===== src/rtl/jala_pkg.sv =====
// Shared Jala decode definitions: opcodes, ALU operation codes, control-bit
// positions and the buffered decode record.
package jala_pkg;

   localparam logic [6:0] OPC_LUI    = 7'b0110111;
   localparam logic [6:0] OPC_AUIPC  = 7'b0010111;
   localparam logic [6:0] OPC_JAL    = 7'b1101111;
   localparam logic [6:0] OPC_JALR   = 7'b1100111;
   localparam logic [6:0] OPC_BRANCH = 7'b1100011;
   localparam logic [6:0] OPC_LOAD   = 7'b0000011;
   localparam logic [6:0] OPC_STORE  = 7'b0100011;
   localparam logic [6:0] OPC_OP_IMM = 7'b0010011;
   localparam logic [6:0] OPC_OP     = 7'b0110011;

   // 4-bit ALU ops are {funct7[5], funct3} for the base integer set
   localparam logic [3:0] ALU_ADD  = 4'h0;
   localparam logic [3:0] ALU_SLL  = 4'h1;
   localparam logic [3:0] ALU_SLT  = 4'h2;
   localparam logic [3:0] ALU_SLTU = 4'h3;
   localparam logic [3:0] ALU_SUB  = 4'h8;

   localparam int CTRL_W        = 11;
   localparam int CTRL_WE       = 10;
   localparam int CTRL_SRC1_PC  = 9;
   localparam int CTRL_SRC2_IMM = 8;
   localparam int CTRL_MEM_WE   = 7;
   localparam int CTRL_MEM_RE   = 6;
   localparam int CTRL_LUI      = 5;
   localparam int CTRL_STORE    = 4;
   localparam int CTRL_BRANCH   = 3;
   localparam int CTRL_JAL      = 2;
   localparam int CTRL_JALR     = 1;
   localparam int CTRL_ILLEGAL  = 0;

   typedef struct packed {
      logic [31:0]       pc;
      logic [4:0]        rd;
      logic [4:0]        rs1;
      logic [4:0]        rs2;
      logic [31:0]       imm;
      logic [4:0]        alu;
      logic [2:0]        funct3;
      logic [CTRL_W-1:0] ctrl;
   } entry_t;

   function automatic logic [4:0] alu_ext(input logic [3:0] op);
      return {1'b0, op};
   endfunction

endpackage


===== src/rtl/decode_comb.sv =====
// Combinational RV32I (optionally RV32M) instruction decode into immediate,
// ALU operation and control bits.
module decode_comb
   import jala_pkg::*;
#(
   parameter int RV_M = 0
) (
   input  logic [31:0]       inst_i,
   output logic [31:0]       imm_o,
   output logic [4:0]        alu_op_o,
   output logic [CTRL_W-1:0] ctrl_o
);

   logic [6:0]  opc;
   logic [6:0]  f7;
   logic [2:0]  f3;
   logic [31:0] imm_i, imm_s, imm_b, imm_u, imm_j;
   logic        legal;

   assign opc   = inst_i[6:0];
   assign f7    = inst_i[31:25];
   assign f3    = inst_i[14:12];
   assign imm_i = {{20{inst_i[31]}}, inst_i[31:20]};
   assign imm_s = {{20{inst_i[31]}}, inst_i[31:25], inst_i[11:7]};
   assign imm_b = {{19{inst_i[31]}}, inst_i[31], inst_i[7], inst_i[30:25], inst_i[11:8], 1'b0};
   assign imm_u = {inst_i[31:12], 12'h000};
   assign imm_j = {{11{inst_i[31]}}, inst_i[31], inst_i[19:12], inst_i[20], inst_i[30:21], 1'b0};

   always_comb begin
      legal    = 1'b1;
      imm_o    = '0;
      alu_op_o = '0;
      ctrl_o   = '0;
      case (opc)
         OPC_LUI: begin
            ctrl_o[CTRL_WE]       = 1'b1;
            ctrl_o[CTRL_SRC2_IMM] = 1'b1;
            ctrl_o[CTRL_LUI]      = 1'b1;
            imm_o                 = imm_u;
         end
         OPC_AUIPC: begin
            ctrl_o[CTRL_WE]       = 1'b1;
            ctrl_o[CTRL_SRC1_PC]  = 1'b1;
            ctrl_o[CTRL_SRC2_IMM] = 1'b1;
            imm_o                 = imm_u;
         end
         OPC_JAL: begin
            ctrl_o[CTRL_WE]       = 1'b1;
            ctrl_o[CTRL_SRC1_PC]  = 1'b1;
            ctrl_o[CTRL_SRC2_IMM] = 1'b1;
            ctrl_o[CTRL_JAL]      = 1'b1;
            imm_o                 = imm_j;
         end
         OPC_JALR: begin
            legal                 = (f3 == 3'b000);
            ctrl_o[CTRL_WE]       = 1'b1;
            ctrl_o[CTRL_SRC2_IMM] = 1'b1;
            ctrl_o[CTRL_JALR]     = 1'b1;
            imm_o                 = imm_i;
         end
         OPC_BRANCH: begin
            // Branch compare: equality via SUB, ordering via SLT/SLTU
            ctrl_o[CTRL_BRANCH] = 1'b1;
            imm_o               = imm_b;
            case (f3)
               3'b000, 3'b001: alu_op_o = alu_ext(ALU_SUB);
               3'b100, 3'b101: alu_op_o = alu_ext(ALU_SLT);
               3'b110, 3'b111: alu_op_o = alu_ext(ALU_SLTU);
               default:        legal    = 1'b0;
            endcase
         end
         OPC_LOAD: begin
            legal                 = f3 inside {3'b000, 3'b001, 3'b010, 3'b100, 3'b101};
            ctrl_o[CTRL_WE]       = 1'b1;
            ctrl_o[CTRL_SRC2_IMM] = 1'b1;
            ctrl_o[CTRL_MEM_RE]   = 1'b1;
            imm_o                 = imm_i;
            alu_op_o              = alu_ext(ALU_ADD);
         end
         OPC_STORE: begin
            legal                 = (f3 < 3'b011);
            ctrl_o[CTRL_SRC2_IMM] = 1'b1;
            ctrl_o[CTRL_MEM_WE]   = 1'b1;
            ctrl_o[CTRL_STORE]    = 1'b1;
            imm_o                 = imm_s;
            alu_op_o              = alu_ext(ALU_ADD);
         end
         OPC_OP_IMM: begin
            ctrl_o[CTRL_WE]       = 1'b1;
            ctrl_o[CTRL_SRC2_IMM] = 1'b1;
            imm_o                 = imm_i;
            if (f3 == 3'b001) begin
               legal    = (f7 == 7'b0000000);
               alu_op_o = alu_ext(ALU_SLL);
            end else if (f3 == 3'b101) begin
               legal    = (f7 == 7'b0000000) || (f7 == 7'b0100000);
               alu_op_o = alu_ext({f7[5], f3});
            end else begin
               alu_op_o = alu_ext({1'b0, f3});
            end
         end
         OPC_OP: begin
            ctrl_o[CTRL_WE] = 1'b1;
            if (f7 == 7'b0000000) begin
               alu_op_o = alu_ext({1'b0, f3});
            end else if (f7 == 7'b0100000 && (f3 == 3'b000 || f3 == 3'b101)) begin
               alu_op_o = alu_ext({1'b1, f3});
            end else if (RV_M != 0 && f7 == 7'b0000001) begin
               alu_op_o = {2'b10, f3};
            end else begin
               legal = 1'b0;
            end
         end
         default: legal = 1'b0;
      endcase
      if (!legal) begin
         imm_o                = '0;
         alu_op_o             = '0;
         ctrl_o               = '0;
         ctrl_o[CTRL_ILLEGAL] = 1'b1;
      end
   end

endmodule


===== src/rtl/decode_stage.sv =====
// Decode stage: one-cycle decode into a small in-order output buffer with
// valid/ready handshake, flush, and a saturating illegal-instruction counter.
module decode_stage
   import jala_pkg::*;
#(
   parameter int RV_M     = 0,
   parameter int DEPTH    = 2,
   parameter int ALU_OP_W = 5
) (
   input  logic                clk,
   input  logic                rst_n,
   input  logic                in_valid,
   output logic                in_ready,
   input  logic [31:0]         in_inst,
   input  logic [31:0]         in_pc,
   input  logic                flush,
   output logic                out_valid,
   input  logic                out_ready,
   output logic [31:0]         out_pc,
   output logic [4:0]          out_rd,
   output logic [4:0]          out_rs1,
   output logic [4:0]          out_rs2,
   output logic [31:0]         out_immediate,
   output logic [ALU_OP_W-1:0] out_alu_opcode,
   output logic [2:0]          out_funct3,
   output logic [10:0]         out_ctrl,
   output logic [7:0]          illegal_count
);

   logic [31:0]       dec_imm;
   logic [4:0]        dec_alu;
   logic [CTRL_W-1:0] dec_ctrl;
   entry_t            new_e;
   entry_t [1:0]      ent_q, ent_d;
   logic [1:0]        cnt_q, cnt_d;
   logic [7:0]        ill_q, ill_d;
   logic              accept, pop, full, wr_idx;

   decode_comb #(.RV_M(RV_M)) u_decode_comb (
      .inst_i   (in_inst),
      .imm_o    (dec_imm),
      .alu_op_o (dec_alu),
      .ctrl_o   (dec_ctrl)
   );

   assign new_e = '{pc: in_pc, rd: in_inst[11:7], rs1: in_inst[19:15], rs2: in_inst[24:20],
                    imm: dec_imm, alu: dec_alu, funct3: in_inst[14:12], ctrl: dec_ctrl};

   assign out_valid = (cnt_q != 2'd0);
   assign pop       = out_valid && out_ready;
   assign full      = (cnt_q == 2'(DEPTH));
   // Full buffer can take a new entry only when the head leaves this cycle
   assign in_ready  = !full || (DEPTH == 2 && out_ready);
   assign accept    = in_valid && in_ready;
   assign wr_idx    = (cnt_q == 2'd2) || (cnt_q == 2'd1 && !pop);

   always_comb begin
      ent_d = ent_q;
      cnt_d = cnt_q;
      ill_d = ill_q;
      if (flush) begin
         cnt_d = 2'd0;
      end else begin
         if (pop) ent_d[0] = ent_q[1];
         if (accept) ent_d[wr_idx] = new_e;
         cnt_d = cnt_q + 2'(accept) - 2'(pop);
         if (accept && new_e.ctrl[CTRL_ILLEGAL] && ill_q != 8'hFF) ill_d = ill_q + 8'd1;
      end
   end

   always_ff @(posedge clk or negedge rst_n) begin
      if (!rst_n) begin
         ent_q <= '0;
         cnt_q <= 2'd0;
         ill_q <= 8'd0;
      end else begin
         ent_q <= ent_d;
         cnt_q <= cnt_d;
         ill_q <= ill_d;
      end
   end

   assign out_pc         = ent_q[0].pc;
   assign out_rd         = ent_q[0].rd;
   assign out_rs1        = ent_q[0].rs1;
   assign out_rs2        = ent_q[0].rs2;
   assign out_immediate  = ent_q[0].imm;
   assign out_alu_opcode = ent_q[0].alu;
   assign out_funct3     = ent_q[0].funct3;
   assign out_ctrl       = ent_q[0].ctrl;
   assign illegal_count  = ill_q;

endmodule

===== config.mk =====
export PLATFORM = sky130hd
export DESIGN_NAME = decode_stage
export DESIGN_NICKNAME = d
export VERILOG_FILES = /design/src/rtl/jala_pkg.sv /design/src/rtl/decode_comb.sv /design/src/rtl/decode_stage.sv
export SDC_FILE = /design/constraint.sdc
export NUM_CORES = 1
export LEC_CHECK = 0
export ABC_AREA = 1
export BUFFER_PORTS_ARGS = -buffer_cell sky130_fd_sc_hd__buf_2
export CAP_MARGIN = 40
export CORE_UTILIZATION = 59
export DETAILED_ROUTE_END_ITERATION = 7
export PLACE_DENSITY = 0.82
export SKIP_CTS_REPAIR_TIMING = 1
export SYNTH_ARGS = -nofsm -noshare
export SYNTH_HDL_FRONTEND = slang
export SYNTH_HIERARCHICAL = 1
export SYNTH_SLANG_ARGS = --single-unit

===== constraint.sdc =====
create_clock -name clk -period 2.8 [get_ports clk]
set_clock_uncertainty 0.15 [all_clocks]
set_input_delay 0.56 -clock clk [delete_from_list [all_inputs] [get_ports clk]]
set_output_delay 0.56 -clock clk [all_outputs]
set_load 0.005 [all_outputs]

# --- Word-level counts from Yosys, hierarchy flattened ---
# Cells that the tools add are included.
op_classes:
  addsub: 3
  n_lt_le_gt_ge: 3
  n_eq_ne: 19
  muxes: 32
  bitwise: 1
  n_reduce_logical: 29
ops:
  columns: ["operator", "n"]
  rows:
  - ["two-way mux 98 bit", 4]
  - ["bitwise mux 196 bit", 1]
  - ["case mux 32 bit (5 select lines)", 1]
  - ["demux 98 bit (select 1 bit)", 1]
  - ["two-way mux 32 bit", 1]
  - ["equality test 7 x 6 -> 1 bit (second input constant)", 4]
  - ["equality test 7 bit (second input constant)", 3]
  - ["two-way mux 5 bit", 3]
  - ["case mux 5 bit (3 select lines)", 1]
  - ["equality test 7 x 5 -> 1 bit (second input constant)", 2]
  - ["two-way mux 1 bit", 14]
  - ["OR reduction 7 bit", 2]
  - ["equality test 3 bit (second input constant)", 4]
  - ["case mux 4 bit (3 select lines)", 1]
  - ["two-way mux 11 bit", 1]
  - ["OR reduction 2 bit", 5]
  - ["adder 8 x 1 -> 8 bit (second input constant)", 1]
  - ["two-way mux 4 bit", 2]
  - ["!= test 8 bit (second input constant)", 1]
  - ["equality test 7 x 2 -> 1 bit (second input constant)", 1]
  - ["logical AND 1 bit", 7]
  - ["zero test 7 bit", 1]
  - ["case mux 1 bit (7 select lines)", 1]
  - ["OR reduction 3 bit", 2]
  - ["18 further kinds", 23]
totals:
  reg_bits: 206
  in_bits: 69
  output_inout_bits: 108
  word_cells: 105

# --- Logic depth before layout (Yosys ltp) ---
# Gate-level depths: netlist of the first run.
logic_depth:
  word_depth: 11
  mapped_depth: 16
  mapped_depth_nobuf: 15

# --- Modules after synthesis ---
# Netlist of the first run, hierarchy kept.
by_module_without_submodules:
  columns: ["mod", "n_inst", "cells_per_inst", "area_each_um2", "seq_area_each_um2"]
  rows:
  - ["decode_stage", 1, 1579, 11579.9, 5154.9]
  - ["decode_comb", 1, 230, 1093.5, 0.0]

# --- Worst setup path after synthesis of the first run ---
# OpenSTA, ideal clock, no wires.
synth_timing:
  path_type: "input to register"
  from: "input port in_valid"
  to: "register cnt_q[1]"
  setup_time_ns: 0.132
  t_arrival_ns: 2.030
  required_ns: 2.518
  path_slack_ns: 0.488
  cell_stages: 9
  path_buffers: 3
  cell_sequence: "clkbuf_1 -> clkbuf_1 -> buf_2 -> nand2_1 -> ha_1 -> inv_1 -> ha_1 -> xor2_1 -> nor2_1"
synth_between:
  elab_chain_len: 4
synth_rtl:
  columns: ["item", "line_no", "text"]
  rows:
  - ["start, declared", "decode_stage.sv:12", "input logic in_valid,"]
  - ["logical AND 1 bit", "decode_stage.sv:54", "assign accept = in_valid && in_ready;"]
  - ["adder 2 x 1 -> 2 bit", "decode_stage.sv:66", "cnt_d = cnt_q + 2'(accept) - 2'(pop);"]
  - ["subtractor 2 x 1 -> 2 bit", "decode_stage.sv:66", null]
  - ["two-way mux 2 bit", "decode_stage.sv:61", "if (flush) begin"]
  - ["named net cnt_d[1]", "decode_stage.sv:35", "logic [1:0] cnt_q, cnt_d;"]
  - ["end signal, assigned", "decode_stage.sv:78", "cnt_q <= cnt_d;"]
  - ["end, declared", "decode_stage.sv:35", null]
# The timed path passes the listed nets, and every way through them passes these cells.
# A chain may end at the register's enable or synchronous reset.

# --- Worst setup path in the final report of the first run ---
layout_timing:
  from: "register cnt_q[1]"
  to: "output port out_valid"
layout_between:
  elab_chain_len: 1
layout_rtl:
  columns: ["item", "line_no", "text"]
  rows:
  - ["nonzero test 2 bit", "decode_stage.sv:49", "assign out_valid = (cnt_q != 2'd0);"]
  - ["end, declared", "decode_stage.sv:17", "output logic out_valid,"]
# No other way between the ends.

==> results of run 1 <==
==> metal layers <==
| layer | global-route usage, % | routed length [um] | vias to the layer above |
|---|---|---|---|
| met1 | 44.2 | 14600 | 5858 |
| met4 | 13.4 | 1110 | 0 |
| li1 | - | - | 5765 |
| met5 | 0 | 0 | - |
| met3 | 7.33 | 3840 | 104 |
| met2 | 54.6 | 17400 | 710 |
==> critical path, stage by stage, from the launching register on <==
cell and delay, ns:
dfrtp_1 0.47, inv_2 0.11, nand2_4 0.31, buf_2 0.19
==> report_power, final <==
group / switching (mW) / internal, mW
logic: 2.86 / 1.56
clock network: 1.26 / 1.66
registers: 0.673 / 3.91
==> kinds of logic (layout without fill, tap and decap cells) <==
family,count (synthesis),after routing,share of synthesized area [%]
simple gates,1102,1102,38.9
buf+inv,376,395,14.9
flops,206,206,40.7
compound gates,114,114,4.67
xor+xnor,7,7,0.484
fa+ha+maj,3,3,0.296
other cells,1,3,0.0296
==> cell usage after synthesis, drive strengths merged <==
cell    count  area share, %
a32oi       1          0.069
conb        1          0.030
nor2       96            3.6
clkbuf     81            2.4
nand2     582             17
clkinv      1          0.030
o31ai       1          0.059
dfrtp     206             41
a22oi       4           0.24
nand3     314             13
inv       143            4.3
o21ai     105            4.2
buf       151            8.2
nand4     100            4.9
o22ai       1          0.049
and2        1          0.049
a21oi       2          0.079
xnor2       3           0.21
nand3b      1          0.059
xor2        4           0.28
nor3        8           0.36
ha          3           0.30
==> worst max-delay path by stage <==
stage	start	endpoint	depth (start not counted)	slack, ns
final	cnt_q[1]$_DFF_PN0_	out_valid	3	0.47
after global placement	in_inst[1]	out_immediate[13]$_DFFE_PN0N_	14	0.28
after CTS	cnt_q[1]$_DFF_PN0_	out_valid	3	0.47
after detailed placement	in_inst[13]	out_immediate[26]$_DFFE_PN0N_	15	0.21
after global routing	cnt_q[1]$_DFF_PN0_	out_valid	3	0.41
after floorplan	in_valid	cnt_q[1]$_DFF_PN0_	9	0.49
==> sequential cells by signal (all words and copies together), names as in the netlist, 3 cells and up <==
name            flops
ent_q              98
illegal_count       8
out_alu_opcode      5
out_ctrl           11
out_funct3          3
out_immediate      32
out_pc             32
out_rd              5
out_rs1             5
out_rs2             5
==> metrics by stage <==
| stage | cells | instance area (um2) | util (%) | worst slack, ns |
|---|---|---|---|---|
| floorplan | 1809 | 12700 | - | 0.488 |
| global placement | 2059 | 13000 | 61.6 | 0.279 |
| detailed placement | 2061 | 13000 | 61.9 | 0.210 |
| CTS | 2102 | 13700 | 65.3 | 0.474 |
| global route | 2103 | 13700 | 65.4 | 0.415 |
| finish | 2105 | 13700 | 65.4 | 0.469 |
==> cell type report <==
cell class,count,area share (%)
Antenna cell,2,0.0364
Clock buffer,35,4.88
Clock inverter,6,0.346
Inverter,144,3.96
Multi-Input combinational cell,1227,41.4
Sequential cell,206,37.5
Tap cell,275,2.50
Timing Repair Buffer,210,9.42
==> out/metrics.yaml, run 1 <==
status: "finished clean"
syn_area_mm2: 0.0127
yosysSeqAreaShare_pct: 40.7
die_h_um: 149
cts-root-buf: "clkbuf_16"
ff_latch_area_mm2: 0.00515
required_ns: 2.09
maxClockFrequency_mhz: 429
cts_buffers: 23
synthDistinctLibCells: 36
io_pins: 177
fin_nets: 1884
drt_first_pass_iters: 6
max_slew.worst_pin.slew_ns: 0.807
hold_class: "in -> reg"
yosys_warnings: 6
maxCapViolCount: 0
grt_overflow_total: 0
ant_nets: 0
ys_ff_latch: 206
clk_path_buf_depth: 3
avgViaCountPerCell: 5.91
path_clk_slew_ns: 0.06
peakVddDrop_v: 0.000648
min_period_over_period_pct: 83.2
finalHoldViolations: 0
report.final.slew_viol_count: 0
core_mm2: 0.0210
totalWireLength_mm: 37.0
io_buffer_count: 176
holdPathStages: 3
drt-initial-drc-count: 1169
grtUsageTotal_pct: 33.8
power_density_mw_per_mm2: 868
htreeDepth: 1
worstSetupPathType: "reg -> out"
cp-start-kind: "flop"
hold_start: "in_pc[28]"
clock-sinks: 206
path_max_fanout: 28
r2r_start: "cnt_q[1]$_DFF_PN0_"
syn_inst: 1809
hpwl_mm: 22.4
rsz0062_at_grt: "false"
worstRegToRegCells: 8
synth_nets: 1881
timing.final.crit_period_ns: 2.33
initial_core_util_pct: 60.3
hold_ws_ns: 0.0932
fillers: 1837
drc: 0
final_common_cell: "nand2_1"
die-area_mm2: 0.0221
cts_tree: "yes"
drive_gt1_share_pct: 15.3
leakage_nw: 7.34
syn_area_per_cell_um2: 7.01
vias: 12437
setup_viol: 0
die_width_um: 149
r2r_setup_slack_ns: 0.68
final_cell_mix: "574 x nand2_1, 309 x nand3_1, 206 x dfrtp_1"
reg2reg_to: "out_immediate[28]$_DFFE_PN0N_"
syn2layout_area_growth_pct: 8.47
multi_input_area_mm2: 0.00569
grt_start_max_net_pins: 99
grt_pass1_vias: 11900
hold_end: "ent_q[192]$_DFFE_PN0P_"
tns_ns: 0
relSlewSlack_pct: 46.2
clock_latency_ns: 0.53
cp_data_arrival_time_ns: 1.62
antenna_found_initial: 2
gp_congestion: 0.973
fp-row-count: 53
p_total_mw: 11.9
worstSetupEndpointType: "output port"
post_drt_wl_per_cell_um: 17.6
grt_pass1_wl_mm: 60.1
No activity file was read; power rests on OpenSTA's default activity.
==> inputs of run 2 (changes only) <==
==> constraint.sdc (replaced) <==
create_clock -name clk -period 2.2 [get_ports clk]
set_clock_uncertainty 0.15 [all_clocks]
set_input_delay 0.44 -clock clk [delete_from_list [all_inputs] [get_ports clk]]
set_output_delay 0.44 -clock clk [all_outputs]
set_load 0.005 [all_outputs]
==> run 2 against run 1 <==
  * The run now ends with negative hold slack left
  * Utilization rose by 3.0 points
  * Worst hold slack worse by 0.11 ns
  * Global-route usage up 0.26 points
  * Non-clock buffer count grew 64
  * First-iteration DRC count unchanged
  * Combinational power increased by 40%
  * Cell area increased by 4.6%
  * Total power grew 33%
  * Worst setup slack lost 0.44 ns
  * Critical endpoint unchanged
  * Largest cell class unchanged
  * Largest power group is now combinational cells
==> out/metrics.yaml, run 2 (synthesis gave the netlist of run 1 again) <==
grt_start_max_net_pins: 101
die_width_um: 149
drive_gt1_share_pct: 17.9
hold_class: "in -> reg"
grt_overflow_total: 0
path_clk_slew_ns: 0.06
antenna_found_initial: 3
p_comb_share_pct: 39.0
worstSetupPathType: "reg -> out"
drt-initial-drc-count: 1169
required_ns: 1.61
totalWireLength_mm: 38.8
fp-row-count: 53
p_int_mw: 9.54
hpwl_mm: 23.3
grt_pass1_vias: 11864
r2r_setup_slack_ns: 0.20
r2r_start: "cnt_q[1]$_DFF_PN0_"
post_drt_wl_per_cell_um: 17.9
drc: 0
cts_tree: "yes"
tns_ns: 0
grt_pass1_wl_mm: 60.3
cts-root-buf: "clkbuf_16"
core_mm2: 0.0210
drt_first_pass_iters: 7
io_buffer_count: 176
reg2reg_to: "ent_q[130]$_DFFE_PN0P_"
worstSetupEndpointType: "output port"
relSlewSlack_pct: 42.2
cp-start-kind: "flop"
switching_share_pct: 39.9
top_register: "ent_q"
p_total_mw: 15.9
cts_buffers: 24
worstRegToRegCells: 7
hold_ws_ns: -0.0138
syn2layout_area_growth_pct: 13.4
die_h_um: 149
final_common_cell: "nand2_1"
status: "finished, violations left"
setup_viol: 0
power_density_mw_per_mm2: 1100
min_period_over_period_pct: 98.5
io_pins: 177
clk_path_buf_depth: 3
path_max_fanout: 13
gp_congestion: 0.918
clock-sinks: 206
critPathLaunch: "cnt_q[0]$_DFF_PN0_"
power_switching_mw: 6.33
rsz0062_at_grt: "false"
ant_nets: 0
htreeDepth: 1
maxClockFrequency_mhz: 461
leakage_nw: 7.70
stdcell_area_mm2: 0.0144
largest_reg_flops: 98
cp_data_arrival_time_ns: 1.58
avgViaCountPerCell: 5.89
final_cell_mix: "574 x nand2_1, 309 x nand3_1, 205 x dfrtp_1"
vias: 12756
max_slew.worst_pin.slew_ns: 0.867
pwr-share-clk_pct: 24.2
finalHoldViolations: 11
grtUsageTotal_pct: 34.0
pwr-share-seq_pct: 36.8
critPathCapture: "out_valid"
clock_latency_ns: 0.53
placed_area_mm2: 0.0135
maxCapViolCount: 0
peakVddDrop_v: 0.000784
report.final.slew_viol_count: 0
violations: "negative hold slack"
timing.final.crit_period_ns: 2.17
die-area_mm2: 0.0221
initial_core_util_pct: 60.3
fin_nets: 1949
==> run 2: cell types whose count changed in the layout (fill, tap and decap cells not counted), moves of 3 or more <==
cell / previous run / this run
buf_12: 8 / 14
clkbuf_16: 23 / 27
dlygate4sd3_1: 1 / 7
clkinv_2: 5 / 1
buf_4: 26 / 76
clkbuf_1: 7 / 4
==> run 2: how the worst min path moves through the flow <==
stage,start,endpoint,slack (ns),cells past startpoint
global placement,rst_n,out_pc[26]$_DFFE_PN0N_,0.29,1
floorplan,rst_n,cnt_q[0]$_DFF_PN0_,-0.006,0
finish,in_pc[31],ent_q[195]$_DFFE_PN0P_,-0.01,3
global route,in_pc[22],ent_q[186]$_DFFE_PN0P_,0.002,3
detailed placement,rst_n,out_pc[29]$_DFFE_PN0N_,0.29,1
CTS,rst_n,out_pc[29]$_DFFE_PN0N_,-0.27,1
==> run 2: metrics by stage <==
step	utilization (%)	std cells	setup slack, ns
after global routing	68.3	2162	0.0200
after floorplan	-	1809	0.00793
final	68.4	2165	0.0325
after detailed placement	64.0	2113	-0.149
after CTS	67.5	2149	-0.211
after global placement	64.0	2113	-0.157
==> run 2: power by group through the flow <==
stage               logic (mW)  registers (mW)  clock network (mW)
floorplan                 4.47            5.65                   0
global placement          5.54            5.80                   0
detailed placement        5.70            5.87                   0
CTS                       5.74            5.82                3.88
global route              6.81            5.99                4.03
finish                    6.19            5.84                3.84
==> run 2: layout make-up <==
type,instances,area [um2]
Multi-Input combinational cell,1227,5690
Sequential cell,206,5160
Clock buffer,33,684
Inverter,144,544
Timing Repair Buffer,274,1900
Antenna cell,3,7.51
Clock inverter,3,55.1
Fill cell,1739,6650
Tap cell,275,344
==> run 2: routing by layer <==
| metal | global-route usage, % | vias up | wire length, um |
|---|---|---|---|
| met5 | 0 | - | 0 |
| met4 | 13.8 | 0 | 1450 |
| met3 | 6.32 | 122 | 4010 |
| met2 | 55.7 | 788 | 18000 |
| met1 | 44.4 | 5957 | 15300 |
| li1 | - | 5889 | - |
==> run 2: worst max-delay path, stage by stage, from the launching register on <==
cell and delay [ns]:
dfrtp_1 0.43, inv_2 0.13, nand2_4 0.14, buf_16 0.20, buf_2 0.13
==> inputs of run 3 (changes only) <==
--- a/config.mk
+++ b/config.mk
@@ -8,11 +8,11 @@
 export ABC_AREA = 1
 export BUFFER_PORTS_ARGS = -buffer_cell sky130_fd_sc_hd__buf_2
 export CAP_MARGIN = 40
-export CORE_UTILIZATION = 59
+export CORE_UTILIZATION = 46
+export CTS_CLUSTER_DIAMETER = 80
 export DETAILED_ROUTE_END_ITERATION = 7
-export PLACE_DENSITY = 0.82
+export PLACE_DENSITY = 0.67
 export SKIP_CTS_REPAIR_TIMING = 1
 export SYNTH_ARGS = -nofsm -noshare
 export SYNTH_HDL_FRONTEND = slang
-export SYNTH_HIERARCHICAL = 1
 export SYNTH_SLANG_ARGS = --single-unit
==> run 3 against run 2 <==
  * The flow still finishes with violations (negative hold slack)
  * Register-to-register slack lost 0.02 ns
  * Total power shrank 8.1%
  * Worst setup slack gained 0.15 ns
  * Combinational power shrank 21%
  * Non-clock buffer count shrank 39
  * Flip-flop and latch count shrank 2
  * First-iteration DRC count shrank 42%
  * Sequential share of layout area grew 5.7 points
  * Critical path type is now reg -> reg
==> out/metrics.yaml, run 3 <==
report.final.slew_viol_count: 0
cts_tree: "yes"
synth_nets: 1482
finalNonFillerCells: 1796
path_cells: "inv_1 > nand3_1 > nand2_1 > nor2_4 > inv_4 > buf_12 > nand2_1 > o21ai_0 > o21ai_0"
final_common_cell: "nand2_1"
grtUsageTotal_pct: 23.3
die-area_mm2: 0.0238
p_total_mw: 14.6
cp-start-kind: "flop"
die_h_um: 154
relSlewSlack_pct: 73.3
io_pins: 177
min_period_over_period_pct: 91.8
rsz0062_at_grt: "false"
placed_area_mm2: 0.0114
path_max_fanout: 74
timing.final.ws_setup_ns: 0.180
grt_start_max_net_pins: 83
hold_class: "in -> reg"
worstSetupPathType: "reg -> reg"
antenna_found_initial: 2
syn_area_mm2: 0.0107
power_density_mw_per_mm2: 1190
die_width_um: 154
clk_path_buf_depth: 3
status: "finished, violations left"
crit_family: "simple AND/OR/NAND/NOR gates"
setup_viol: 0
ys_ff_latch: 204
timing.final.crit_period_ns: 2.02
clock_latency_ns: 0.52
yosys-top-cells-count: "554 x nand2_1, 204 x dfrtp_1, 184 x o21ai_0"
syn2layout_area_growth_pct: 15.1
grt_pass1_wl_mm: 44.5
post-place-ws_ns: -0.0247
utilization_pct: 54.1
required_ns: 2.47
fp-row-count: 55
violations: "negative hold slack"
synth_top_flop_cell: "dfrtp_1"
post_drt_wl_per_cell_um: 15.2
cp.buffers_inverters: 3
totalWireLength_mm: 27.4
yosys-top-cells-area: "dfrtp_1 48%, nand2_1 20%, o21ai_0 8.6%, buf_4 7.0%, inv_1 3.1%"
synth_most_common_cell: "nand2_1"
fillers: 2214
peakVddDrop_v: 0.000517
largest_reg_flops: 96
maxCapViolCount: 0
grt_pass1_vias: 8499
max_stage_delay_ns: 0.38
avgViaCountPerCell: 5.06
path_clk_slew_ns: 0.06
top_usage_layer: "met2"
core_mm2: 0.0227
drt_first_pass_iters: 5
syn_area_per_cell_um2: 7.56
max_slew.worst_pin.slew_ns: 0.400
hold_ws_ns: -0.00914
synthDistinctLibCells: 34
yosysSeqAreaShare_pct: 47.9
worstSetupEndpointType: "flop"
dp_cells: 1747
syn_inst: 1410
leakage_nw: 6.27
yosys.area.top_type_share_pct: 47.9
htreeDepth: 1
finalHoldViolations: 5
vias: 9094
stdcell_area_mm2: 0.0123
ant_nets: 0
cts-root-buf: "clkbuf_16"
drt-initial-drc-count: 675
fin_nets: 1568
met2_usage_pct: 36.8
gr-usage-met3_pct: 3.98
yosys_warnings: 0
tns_ns: 0
synth_top_area_cell: "dfrtp_1"
drive_gt1_share_pct: 19.1
cp_data_arrival_time_ns: 2.29
cp_slowest_cell: "dfrtp_1"
met1_usage_pct: 33.1
top_register: "ent_q"
drc: 0
gp_congestion: 0.903
cts_buffers: 23
clock-sinks: 204
grt_overflow_total: 0
maxClockFrequency_mhz: 495
async_flop_share_pct: 100
initial_core_util_pct: 47.0
hpwl_mm: 19.2
synth_edf_count: 0
io_buffer_count: 176
final_cell_mix: "554 x nand2_1, 204 x dfrtp_1, 184 x o21ai_0"
run 3: cell types whose count changed after synthesis, sizes merged, moves of 39 or more:
cell,previous run,this run
a31oi,0,39
inv,143,102
nand3,314,31
nand4,100,1
nor2,96,36
o21ai,105,213
run 3: per-layer routing:
layer / share of wire, % / up-vias
met2: 45 / 240
met4: 2.4 / 0
li1: - / 4567
met5: 0 / -
met1: 47 / 4244
met3: 5.9 / 43
run 3: tightest hold or removal path, delay by kind of cell:
kind	cells	cell delay [ns]
buffers and inverters	1	0.08
AO/OA/AOI/OAI	1	0.06
AND/OR/NAND/NOR	1	0.04
run 3: final timing paths:
kind / start / endpoint / cells after the start / slack [ns]
max reg2reg: cnt_q[0]$_DFF_PN0_ / out_pc[14]$_DFFE_PN0N_ / 9 / 0.18
min: in_pc[11] / ent_q[175]$_DFFE_PN0P_ / 3 / -0.009
min in group asynchronous: rst_n / ent_q[139]$_DFFE_PN0P_ / 2 / 0.26
min reg2reg: out_rs2[4]$_DFFE_PN0N_ / out_rs2[4]$_DFFE_PN0N_ / 2 / 0.33
max: cnt_q[0]$_DFF_PN0_ / out_pc[14]$_DFFE_PN0N_ / 9 / 0.18
max in group asynchronous: rst_n / out_rd[4]$_DFFE_PN0N_ / 3 / 1.01
run 3: cell families after synthesis:
logic type	count (synthesis)	synth area share, %
AO/OA/AOI/OAI	284	14.2
AND/OR/NAND/NOR	635	23.3
XOR/XNOR	8	0.657
flip-flops	204	47.9
buffers and inverters	276	13.6
adder cells (fa/ha/maj)	3	0.352
run 3: report_power, final:
part / internal, mW / switching [mW]
Sequential: 5.15 / 0.727
Clock: 2.29 / 1.54
Combinational: 2.00 / 2.87
run 3: cell type report:
class / count / area [um2] / area share [%]
sequential: 204 / 5100 / 41.6
multi-input combinational: 930 / 4130 / 33.7
antenna: 2 / 5.00 / 0.0408
timing repair buffer: 235 / 1540 / 12.6
inverter: 102 / 385 / 3.14
tap: 285 / 357 / 2.90
clock buffer: 30 / 642 / 5.23
clock inverter: 8 / 108 / 0.876
